`src/rtl/async_fifo.sv`:
```
// Single-clock FIFO with wrap-bit pointers and registered full/empty flags.
// Optional occupancy output p_level is enabled by defining ASYNC_FIFO_LEVEL_EN.
module async_fifo #(
  parameter int unsigned BITS = 32,
  parameter int unsigned SIZE = 16
) (
  input  logic            clk,
  input  logic            rst,
  input  logic            p_write_en,
  input  logic [BITS-1:0] p_write_data,
  output logic            p_write_full,
  input  logic            p_read_en,
  output logic [BITS-1:0] p_read_data,
  output logic            p_read_empty
`ifdef ASYNC_FIFO_LEVEL_EN
  ,
  output logic [$clog2(SIZE):0] p_level
`endif
);

  localparam int unsigned AW = $clog2(SIZE);
  localparam int unsigned PW = AW + 1;

  logic [BITS-1:0] mem [SIZE];
  logic [PW-1:0]   wptr;
  logic [PW-1:0]   rptr;
  logic [PW-1:0]   wptr_nxt;
  logic [PW-1:0]   rptr_nxt;
  logic            wr_acc;
  logic            rd_acc;
  logic            empty_nxt;
  logic            full_nxt;

  // Acceptance depends only on registered flags, so no input-to-flag path exists.
  always_comb begin
    wr_acc    = p_write_en & ~p_write_full;
    rd_acc    = p_read_en & ~p_read_empty;
    wptr_nxt  = wptr;
    rptr_nxt  = rptr;
    if (wr_acc) wptr_nxt = wptr + PW'(1);
    if (rd_acc) rptr_nxt = rptr + PW'(1);
    empty_nxt = (wptr_nxt == rptr_nxt);
    full_nxt  = (wptr_nxt[AW-1:0] == rptr_nxt[AW-1:0]) && (wptr_nxt[AW] != rptr_nxt[AW]);
  end

  // Pointers, flags and read data
  always_ff @(posedge clk) begin
    if (rst) begin
      wptr         <= '0;
      rptr         <= '0;
      p_read_empty <= 1'b1;
      p_write_full <= 1'b0;
      p_read_data  <= '0;
    end else begin
      wptr         <= wptr_nxt;
      rptr         <= rptr_nxt;
      p_read_empty <= empty_nxt;
      p_write_full <= full_nxt;
      if (rd_acc) p_read_data <= mem[rptr[AW-1:0]];
    end
  end

  // Storage is not reset; pointers alone define valid contents.
  always_ff @(posedge clk) begin
    if (!rst && wr_acc) mem[wptr[AW-1:0]] <= p_write_data;
  end

`ifdef ASYNC_FIFO_LEVEL_EN
  logic [PW-1:0] level_nxt;

  // Modular pointer difference covers 0..SIZE thanks to the wrap bit.
  always_comb begin
    level_nxt = wptr_nxt - rptr_nxt;
  end

  always_ff @(posedge clk) begin
    if (rst) p_level <= '0;
    else     p_level <= level_nxt;
  end
`endif

endmodule

```
`config.mk`:
```
export PLATFORM = sky130hd
export DESIGN_NAME = async_fifo
export DESIGN_NICKNAME = d
export VERILOG_FILES = /design/src/rtl/async_fifo.sv
export SDC_FILE = /design/constraint.sdc
export NUM_CORES = 1
export LEC_CHECK = 0
export ABC_AREA = 1
export BUFFER_PORTS_ARGS = -buffer_cell sky130_fd_sc_hd__buf_2
export CAP_MARGIN = 0
export CORE_UTILIZATION = 38
export DETAILED_ROUTE_END_ITERATION = 6
export PLACE_DENSITY_LB_ADDON = 0.15
export SLEW_MARGIN = 40
export SYNTH_ARGS = -nofsm -noshare
export SYNTH_HDL_FRONTEND = slang
export SYNTH_SLANG_ARGS = --single-unit
export TNS_END_PERCENT = 10
```
`constraint.sdc`:
```
create_clock -name clk -period 4 [get_ports clk]
set_input_delay 0.8 -clock clk [delete_from_list [all_inputs] [get_ports clk]]
set_output_delay 0.8 -clock clk [all_outputs]
set_load 0.01 [all_outputs]
```
==> impl_metrics.json <==
{
  "status": "completed",
  "switching_share_pct": 22.94,
  "die_h_um": 244.5,
  "hold_path_class": "register to register",
  "ff_latch_area_um2": 16260,
  "cap_violations": 0,
  "pwr-share-comb_pct": 7.1,
  "grt_antenna_before_repair": 2,
  "wirelength_mm": 57.45,
  "hold_violations": 0,
  "netlist.area_leader.share_pct": 68.77,
  "final_nets": 2009,
  "die_area_um2": 59800,
  "crit-reg2reg-launch": "rptr[0]",
  "arrival_ns": 3.06,
  "grtUsageTotal_pct": 19.37,
  "multi_input_area_um2": 5399,
  "first_iter_violations": 1031,
  "ys_ff_latch": 556,
  "clkPwrFrac_pct": 42.5,
  "portBuffers": 69,
  "cp-startpoint": "rptr[0]",
  "cts_tree": "yes",
  "yosys_warnings": 0,
  "ys_types": 24,
  "ys_async_sr_fraction_pct": 0,
  "min_from": "p_read_data[24]",
  "grt_pass1_vias": 13580,
  "drc": 0,
  "setup_slack_ns": 1.495,
  "ff2ff_path_depth": 8,
  "gr-total-overflow": 0,
  "io_pins": 70,
  "num_rows": 88,
  "p_int_mw": 9.898,
  "tightest_slew_ns": 0.8620,
  "min_to": "p_read_data[24]",
  "nFillCells": 5427,
  "initial_core_util_pct": 38.60,
  "vias_per_cell": 5.037,
  "avgRoutedWirePerCell_um": 20.64,
  "finalSetupViolations": 0,
  "start_kind": "register",
  "cts_made_buffers": 59,
  "fp.dieW_um": 244.5,
  "gp_congestion": 0.7427,
  "firstDrtPassIters": 5,
  "synth_edf_count": 512,
  "fin_crit_sh_pct": 62.62,
  "hold_buffers": 0,
  "syn-cell-area_um2": 22360,
  "pwr_density_cell_nw_per_um2": 502.4,
  "p_sw_mw": 2.947,
  "final_max_slew_viol_count": 0,
  "antenna_cells": 0,
  "synthTopCellsByArea": "edfxtp_1 69%, nor2_1 7.4%, o21ai_0 4.9%, nand2_1 4.0%, dfxtp_1 3.9%",
  "fin_skew_ns": 0.02054,
  "synthCells": 1910,
  "drive_gt1_share_pct": 12.23,
  "grt_max_degree": 200,
  "syn_area_per_cell_um2": 11.70,
  "post_cts_buffers": 0,
  "area_delta_synth_final_pct": 14.36,
  "ctsResizeCount": 0,
  "grt_pass1_wl_mm": 86.26,
  "timing.rr.end": "p_read_data[9]",
  "synth-main-ff-cell": "edfxtp_1",
  "peakVddDrop_v": 0.0003224,
  "clock_path_buffers": 3,
  "root_buffer": "clkbuf_16",
  "layout_min_cycle_time_ns": 2.505,
  "fmax_ghz": 0.3992,
  "ff2ff_setup_slack_ns": 1.50,
  "required_ns": 4.56,
  "crit_fanout": 135,
  "leakage_nw": 9.042,
  "endpoint_kind": "register",
  "sequentialPowerShare_pct": 50.4,
  "htreeDepth": 2,
  "core_um2": 57920,
  "max_slew_margin_pct": 42.53,
  "cts_sinks": 556,
  "post-synth-top-count-cell": "edfxtp_1",
  "path_class": "register to register",
  "tns_ns": 0,
  "clk_pin_slew_worst_paths_ns": 0.06,
  "dpl.hpwl_mm": 30.40,
  "synth_nets": 1951,
  "dp_slack_ns": 1.055,
  "whs_path_depth": 2,
  "yosysTopAreaCell": "edfxtp_1",
  "ant_nets": 0,
  "synth-seq-area-share_pct": 72.72,
  "clk-insertion-delay-late_ns": 0.63,
  "synthTopCellsByCount": "512 x edfxtp_1, 439 x nor2_1, 236 x nand2_1, 218 x o21ai_0, 110 x nand3_1",
  "vias": 14020,
  "rsz0062_at_grt": "no"
}
## sequential cells by signal, indices dropped and copies added, names as in the netlist
signal        cells
mem             512
p_read_data      32
rptr              5
wptr              5
p_read_empty      1
p_write_full      1
## cells by family (layout without fill, tap and decap cells)
logic type / count (synthesis) / count (layout) / synth area share (%)
DFF: 556 / 556 / 72.72
adders and majority gates: 5 / 5 / 0.2798
and+or+nand+nor: 828 / 828 / 14.98
AOI/OAI and AO/OA: 355 / 355 / 8.306
buffers and inverters: 166 / 275 / 3.716
## final cells by class
cell class | count | share of cell area [%]
flip-flops and latches | 556 | 63.62
multi-input cells | 1188 | 21.12
clock buffers | 94 | 6.881
well taps | 765 | 3.744
repair buffers | 107 | 2.985
inverters | 56 | 0.8662
clock inverters | 18 | 0.7879
## worst max-delay path: stages, from the launching register on
cell and delay, ns:
dfxtp_4 0.66, buf_12 0.38, buf_16 0.42, o21ai_0 0.19
o21ai_0 0.25, nand2_1 0.11, nand2_1 0.08, nor2_1 0.04
a21oi_1 0.13
## per-stage QoR
stage / hold WS, ns / instances / util, % / power (mW) / cell area, um2
final: 0.5381 / 2784 / 44.14 / 12.84 / 25570
after global routing: 0.5409 / 2784 / 44.14 / 13.31 / 25570
after CTS: 0.5242 / 2783 / 44.10 / 12.98 / 25540
after detailed placement: 0.5232 / 2671 / 40.71 / 7.513 / 23580
after global placement: 0.5169 / 2671 / 40.70 / 7.505 / 23570
after floorplan: 0.5257 / 1910 / - / 7.182 / 22360
## how the worst max path moves through the flow
stage	to	slack [ns]
after global routing	p_read_data[11]	1.29
after detailed placement	mem[5][26]	1.05
final	p_read_data[9]	1.50
after CTS	p_read_data[9]	1.62
after floorplan	mem[12][0]	0.09
after global placement	mem[5][26]	1.09
## placed cells by master (no fill, tap or decap), drive strengths merged
| cell | instances |
|---|---|
| clkinv | 15 |
| o211ai | 32 |
| buf | 107 |
| a21oi | 33 |
| clkbuf | 94 |
| ha | 5 |
| edfxtp | 512 |
| nand2 | 236 |
| o21ai | 290 |
| inv | 56 |
| dfxtp | 44 |
| or2 | 32 |
| nor2 | 447 |
| nand3 | 110 |
| nor3 | 3 |
| bufinv | 3 |
## routing by layer
layer	up-vias	routed length, um	global-route usage [%]
met1	6902	25410	25.49
met4	0	1079	5.147
met5	-	0	0
li1	6782	-	-
met2	252	28860	33.61
met3	86	2111	2.524
## power groups by stage
stage          Combinational (mW)  Clock (mW)  Sequential [mW]
3_5_place_dp                0.919           0             6.59
3_3_place_gp                0.911           0             6.59
6_report                    0.909        5.46             6.47
5_1_grt                      1.03        5.81             6.48
4_1_cts                     0.922        5.58             6.47
2_1_floorplan               0.593           0             6.59
(Power assumes the default switching activity.)
